`src/rtl/f1_lights_seq.sv`:
```
// f1_lights_seq: start-light sequencer for the reaction-timer game.
// Lights N_LEDS lamps one at a time every STEP_TICKS ticks and holds them
// until the random delay expires. It then puts them out and counts the
// player's reaction time in ticks.
// Optional feature: define F1_JUMP_START_EN to enable false-start
// detection (FAULT state and the jump_start flag).
module f1_lights_seq #(
    parameter int N_LEDS     = 10,
    parameter int STEP_TICKS = 500,
    parameter int RT_W       = 12
) (
    input  logic              clk,
    input  logic              rst,
    input  logic              tick,
    input  logic              trigger,
    input  logic              time_out,
    output logic              en_lfsr,
    output logic              start_delay,
    output logic [N_LEDS-1:0] ledr,
    output logic [RT_W-1:0]   react_time,
    output logic              result_valid,
    output logic              jump_start
);

    // A single-tick step still needs a 1-bit counter that always reads zero.
    localparam int STEP_W = (STEP_TICKS > 1) ? $clog2(STEP_TICKS) : 1;
    localparam logic [STEP_W-1:0] STEP_RELOAD = STEP_W'(STEP_TICKS - 1);
    localparam logic [STEP_W-1:0] STEP_ZERO   = {STEP_W{1'b0}};
    localparam logic [STEP_W-1:0] STEP_ONE    = STEP_W'(1);
    localparam logic [N_LEDS-1:0] LEDS_ALL    = {N_LEDS{1'b1}};
    localparam logic [N_LEDS-1:0] LEDS_OFF    = {N_LEDS{1'b0}};
    localparam logic [RT_W-1:0]   RT_MAX      = {RT_W{1'b1}};
    localparam logic [RT_W-1:0]   RT_ZERO     = {RT_W{1'b0}};
    localparam logic [RT_W-1:0]   RT_ONE      = RT_W'(1);

`ifdef F1_JUMP_START_EN
    typedef enum logic [2:0] {
        S_IDLE     = 3'd0,
        S_LIGHT_UP = 3'd1,
        S_HOLD     = 3'd2,
        S_REACT    = 3'd3,
        S_FAULT    = 3'd4
    } state_t;
`else
    typedef enum logic [2:0] {
        S_IDLE     = 3'd0,
        S_LIGHT_UP = 3'd1,
        S_HOLD     = 3'd2,
        S_REACT    = 3'd3
    } state_t;
`endif

    state_t              state_q, state_d;
    logic [STEP_W-1:0]   step_q, step_d;
    logic [N_LEDS-1:0]   ledr_q, ledr_d;
    logic [RT_W-1:0]     rcnt_q, rcnt_d;
    logic [RT_W-1:0]     react_time_q, react_time_d;
    logic                result_valid_q, result_valid_d;

    // State register.
    always_ff @(posedge clk or posedge rst) begin
        if (rst) begin
            state_q <= S_IDLE;
        end else begin
            state_q <= state_d;
        end
    end

    // Next-state logic; a false start takes priority over the delay expiring.
    always_comb begin
        state_d = state_q;
        case (state_q)
            S_IDLE: begin
                if (trigger) state_d = S_LIGHT_UP;
                else         state_d = S_IDLE;
            end
            S_LIGHT_UP: begin
`ifdef F1_JUMP_START_EN
                if (trigger)                 state_d = S_FAULT;
                else if (ledr_q == LEDS_ALL) state_d = S_HOLD;
                else                         state_d = S_LIGHT_UP;
`else
                if (ledr_q == LEDS_ALL) state_d = S_HOLD;
                else                    state_d = S_LIGHT_UP;
`endif
            end
            S_HOLD: begin
`ifdef F1_JUMP_START_EN
                if (trigger)       state_d = S_FAULT;
                else if (time_out) state_d = S_REACT;
                else               state_d = S_HOLD;
`else
                if (time_out) state_d = S_REACT;
                else          state_d = S_HOLD;
`endif
            end
            S_REACT: begin
                if (trigger) state_d = S_IDLE;
                else         state_d = S_REACT;
            end
`ifdef F1_JUMP_START_EN
            S_FAULT: begin
                if (trigger) state_d = S_IDLE;
                else         state_d = S_FAULT;
            end
`endif
            default: state_d = S_IDLE;
        endcase
    end

    // Moore outputs decoded from the state register.
    always_comb begin
        en_lfsr     = 1'b0;
        start_delay = 1'b0;
        case (state_q)
            S_LIGHT_UP: en_lfsr     = 1'b1;
            S_HOLD:     start_delay = 1'b1;
            default: begin
                en_lfsr     = 1'b0;
                start_delay = 1'b0;
            end
        endcase
    end

    // Datapath next values: step counter, lamps, reaction counter, result.
    always_comb begin
        step_d         = step_q;
        ledr_d         = ledr_q;
        rcnt_d         = rcnt_q;
        react_time_d   = react_time_q;
        result_valid_d = 1'b0;
        case (state_q)
            S_IDLE: begin
                ledr_d = LEDS_OFF;
                if (trigger) step_d = STEP_RELOAD;
                else         step_d = step_q;
            end
            S_LIGHT_UP: begin
                if (tick) begin
                    if (step_q == STEP_ZERO) begin
                        ledr_d = {ledr_q[N_LEDS-2:0], 1'b1};
                        step_d = STEP_RELOAD;
                    end else begin
                        step_d = step_q - STEP_ONE;
                    end
                end else begin
                    step_d = step_q;
                end
`ifdef F1_JUMP_START_EN
                if (trigger) ledr_d = LEDS_ALL;
                else         ledr_d = ledr_d;
`endif
            end
            S_HOLD: begin
                ledr_d = LEDS_ALL;
`ifdef F1_JUMP_START_EN
                if (trigger) begin
                    ledr_d = LEDS_ALL;
                end else if (time_out) begin
                    ledr_d = LEDS_OFF;
                    rcnt_d = RT_ZERO;
                end else begin
                    ledr_d = LEDS_ALL;
                end
`else
                if (time_out) begin
                    ledr_d = LEDS_OFF;
                    rcnt_d = RT_ZERO;
                end else begin
                    ledr_d = LEDS_ALL;
                end
`endif
            end
            S_REACT: begin
                ledr_d = LEDS_OFF;
                // A tick coinciding with the key press is not counted.
                if (trigger) begin
                    react_time_d   = rcnt_q;
                    result_valid_d = 1'b1;
                end else if (tick && (rcnt_q != RT_MAX)) begin
                    rcnt_d = rcnt_q + RT_ONE;
                end else begin
                    rcnt_d = rcnt_q;
                end
            end
`ifdef F1_JUMP_START_EN
            S_FAULT: begin
                if (trigger) ledr_d = LEDS_OFF;
                else         ledr_d = LEDS_ALL;
            end
`endif
            default: begin
                ledr_d = LEDS_OFF;
            end
        endcase
    end

    // Datapath registers.
    always_ff @(posedge clk or posedge rst) begin
        if (rst) begin
            step_q         <= STEP_ZERO;
            ledr_q         <= LEDS_OFF;
            rcnt_q         <= RT_ZERO;
            react_time_q   <= RT_ZERO;
            result_valid_q <= 1'b0;
        end else begin
            step_q         <= step_d;
            ledr_q         <= ledr_d;
            rcnt_q         <= rcnt_d;
            react_time_q   <= react_time_d;
            result_valid_q <= result_valid_d;
        end
    end

    assign ledr         = ledr_q;
    assign react_time   = react_time_q;
    assign result_valid = result_valid_q;

`ifdef F1_JUMP_START_EN
    logic jump_start_q, jump_start_d;

    // False-start flag is high exactly while the FAULT state is occupied.
    always_comb begin
        jump_start_d = (state_d == S_FAULT);
    end

    // False-start flag register.
    always_ff @(posedge clk or posedge rst) begin
        if (rst) begin
            jump_start_q <= 1'b0;
        end else begin
            jump_start_q <= jump_start_d;
        end
    end

    assign jump_start = jump_start_q;
`else
    assign jump_start = 1'b0;
`endif

endmodule

```
`config.mk`:
```
export PLATFORM = sky130hd
export DESIGN_NAME = f1_lights_seq
export DESIGN_NICKNAME = d
export VERILOG_FILES = /design/src/rtl/f1_lights_seq.sv
export SDC_FILE = /design/constraint.sdc
export NUM_CORES = 1
export LEC_CHECK = 0
export CELL_PAD_IN_SITES_DETAIL_PLACEMENT = 1
export CELL_PAD_IN_SITES_GLOBAL_PLACEMENT = 1
export CORE_ASPECT_RATIO = 2
export CORE_MARGIN = 2
export CORE_UTILIZATION = 25
export DETAILED_ROUTE_END_ITERATION = 7
export PLACE_DENSITY_LB_ADDON = 0.1
export RECOVER_POWER = 25
export SYNTH_ARGS = -nofsm -noshare
export SYNTH_HDL_FRONTEND = slang
export SYNTH_SLANG_ARGS = --single-unit
```
`constraint.sdc`:
```
create_clock -name clk -period 2.8 [get_ports clk]
set_clock_uncertainty 0.05 [all_clocks]
set_input_delay 0.42 -clock clk [delete_from_list [all_inputs] [get_ports clk]]
set_output_delay 0.42 -clock clk [all_outputs]
set_load 0.05 [all_outputs]
```
==> metrics.md <==
| Metric | Value |
|---|---|
| Outcome | finished, final reports clean |
| Post-synth top area share | 50.1% |
| Initial antenna violation count | 0 |
| CP Class | reg -> reg |
| Post-CTS sizing | 0 |
| Share of layout cells above drive strength 1 | 12.3% |
| Largest net degree at the start of global routing | 25 |
| Number of global-route vias before repair | 2028 |
| Via/cell ratio | 5.16 |
| Ranking of synthesized cells by area | dfrtp_1 50%, o21ai_0 6.3%, mux2_2 5.9% |
| Slowest-stage cell, CP | o41a_1 |
| Area delta synth->final | 25.0% |
| Setup TNS | 0 ns |
| Pwr/cell area | 623 nW/µm² |
| Switch share | 29.9% |
| Ys async rst share | 100% |
| Final Hold Fails | 0 |
| CTS clock-pin slew for the worst setup and hold paths | 0.07 ns |
| Clock root buffer | clkbuf_16 |
| Flop pwr share | 46.6% |
| Element type at the critical path end | register |
| Register bit total from synthesis | 46 |
| Clock Sinks | 46 |
| 1st-iter DRT viols | 88 |
| Die area | 10000 µm² |
| VDD IR max | 0.307 mV |
| Total track usage | 13.9% |
| Worst Tran Pin Value | 1.05 ns |
| Final core utilization | 32.1% |
| Num CTS Buffers | 5 |
| Max Clock Freq | 0.424 GHz |
| Synthesized cell area | 2300 µm² |
| Most frequent cells in the layout | 46 x dfrtp_1, 29 x o21ai_0, 28 x clkdlybuf4s50_1, 26 x nand2_1, 12 x mux2_2 |
| Unique cell type count in the Yosys netlist | 46 |
| Residual DRC | 0 |
| Crit-path max cell delay | 0.60 ns |
| PortBufs | 29 |
| N_diodes | 0 |
| Final GP Congestion | 0.757 |
| H-Tree Depth | 2 |
| Cell leakage power | 0.00122 µW |
| GRT Residual Overflow | 0 |
| ANT nets after route | 0 |
| Net switching power | 535 µW |
| First-pass GRT wire length | 10600 µm |
| Initial core utilization | 25.6% |
| Layout Nets | 270 |
| Routed WL | 6520 µm |
| Area occupied by multi-input gates | 1050 µm² |
| Yosys Warn Count | 0 |
| Final period util | 84.3% |
| Max-cap violations | 0 |
| Unrepaired setup endpoints after global routing | false |
| Die height | 140 µm |
| Skew-Pair Late Insertion Delay | 0.29 ns |
| IO Pins | 31 |
| Logic pwr share | 17.3% |
| Drt pass-1 iters | 6 |
| Syn Area/Cell | 10.1 µm² |
| Worst path cell trace | inv_1, ha_1, or3b_2, o41a_1, mux2_1 |
| WL/cell | 18.0 µm |
| Area after DPL | 2720 µm² |
| Cells after Synth | 227 |
| Crit path max fanout | 21 |
| Critical Path Start Type | register |
| Relative slew slack | 30.1% |
| CTS tree | yes |
| Seq/Total Area, Yosys | 50.1% |
| Post-synth net total | 238 |
| Core area | 8950 µm² |
| Register Area | 1150 µm² |
| Clk network pwr share | 36.1% |
| Internal power | 1250 µW |
| Min Clock Period, post-route | 2.36 ns |
| Row cnt | 49 |
| # hold bufs at CTS | 0 |
| Design area | 2870 µm² |
| Hold WS | 0.428 ns |
| Count of pins over their slew limit | 0 |
| Commonest non-fill, non-tap cell in the layout | dfrtp_1 |
| Post-synth EDFFs | 0 |
| Dominant cell type by area after synthesis | dfrtp_1 |
| Postcts setup bufs | 0 |
| Worst Path Arrival | 2.48 ns |
| Fillers | 1023 |
| Top FF cell, synth | dfrtp_1 |
| Hold Crit Class | reg -> reg |
| Bufs on Longest Clock Path | 2 |
| Worst endpoint required time | 2.92 ns |
| Vias | 1869 |
| # setup viols final | 0 |
| Post-DP HPWL | 5060 µm |
| Die Wd | 71.8 µm |
-- registers in the layout, indices dropped and copies added, names as in the netlist --
signal        cells
state_q           2
rcnt_q           12
react_time       12
result_valid      1
ledr             10
step_q            9
-- per-stage QoR --
stage	cells	worst slack (ns)	total power (µW)
after global routing	362	0.285	1890
after detailed placement	354	0.340	1170
after CTS	362	0.405	1820
final	362	0.440	1790
after floorplan	227	0.583	1040
after global placement	354	0.375	1170
-- cells by family after synthesis --
| family | after synthesis | share of synthesized area (%) |
|---|---|---|
| buffers and inverters | 21 | 4.03 |
| other | 1 | 0.163 |
| flip-flops | 46 | 50.1 |
| AO/OA/AOI/OAI | 60 | 17.1 |
| AND/OR/NAND/NOR | 76 | 17.4 |
| adder cells (fa/ha/maj) | 6 | 3.27 |
| XOR/XNOR | 4 | 1.53 |
| multiplexers | 13 | 6.38 |
-- metal layers --
metal  share of wire [%]  up-vias  GRT usage [%]
met3                 2.5        9           1.96
met5                   0        -              0
met2                  61       38           27.4
met4                 2.5        0           5.86
met1                  34      938           13.5
li1                    -      884              -
-- final timing paths --
check / end / slack [ns] / from / cells past startpoint
setup reg to reg: ledr[0] / 0.44 / step_q[0] / 5
max in group asynchronous: rcnt_q[11] / 0.85 / rst / 3
setup / recovery: ledr[0] / 0.44 / step_q[0] / 5
hold reg to reg: react_time[7] / 0.43 / react_time[7] / 2
min in group asynchronous: react_time[10] / 0.72 / rst / 2
hold / removal: react_time[7] / 0.43 / react_time[7] / 2
-- synth_stat cells, drive strengths merged, types with 4 or more instances --
| master | count |
|---|---|
| o41ai | 4 |
| nor2 | 4 |
| inv | 10 |
| nand2b | 6 |
| nand4 | 6 |
| nor2b | 5 |
| nand2 | 26 |
| ha | 6 |
| o31ai | 9 |
| nand3 | 11 |
| o21ai | 29 |
| mux2 | 13 |
| clkbuf | 7 |
| dfrtp | 46 |
| a21oi | 4 |
| buf | 4 |
-- cell type report --
class | count | area share, %
Sequential cell | 46 | 40.1
Multi-Input combinational cell | 160 | 36.7
Timing Repair Buffer | 36 | 11.9
Clock buffer | 7 | 5.32
Tap cell | 102 | 4.45
Inverter | 10 | 1.31
Clock inverter | 1 | 0.305
-- power groups by stage --
stage | clock network (µW) | registers (µW) | logic, µW
2_1_floorplan | 0 | 860 | 179
3_3_place_gp | 0 | 847 | 322
3_5_place_dp | 0 | 845 | 321
4_1_cts | 669 | 833 | 323
5_1_grt | 700 | 844 | 350
6_report | 645 | 832 | 310
-- critical path: cells and delay by family, from the launching register on --
kind | cells | cell delay, ns
flops | 1 | 0.39
buf+inv | 1 | 0.11
mux | 1 | 0.41
fa+ha+maj | 1 | 0.19
simple gates | 1 | 0.50
compound gates | 1 | 0.60
Note: power is estimated with default switching activity, not from simulation.
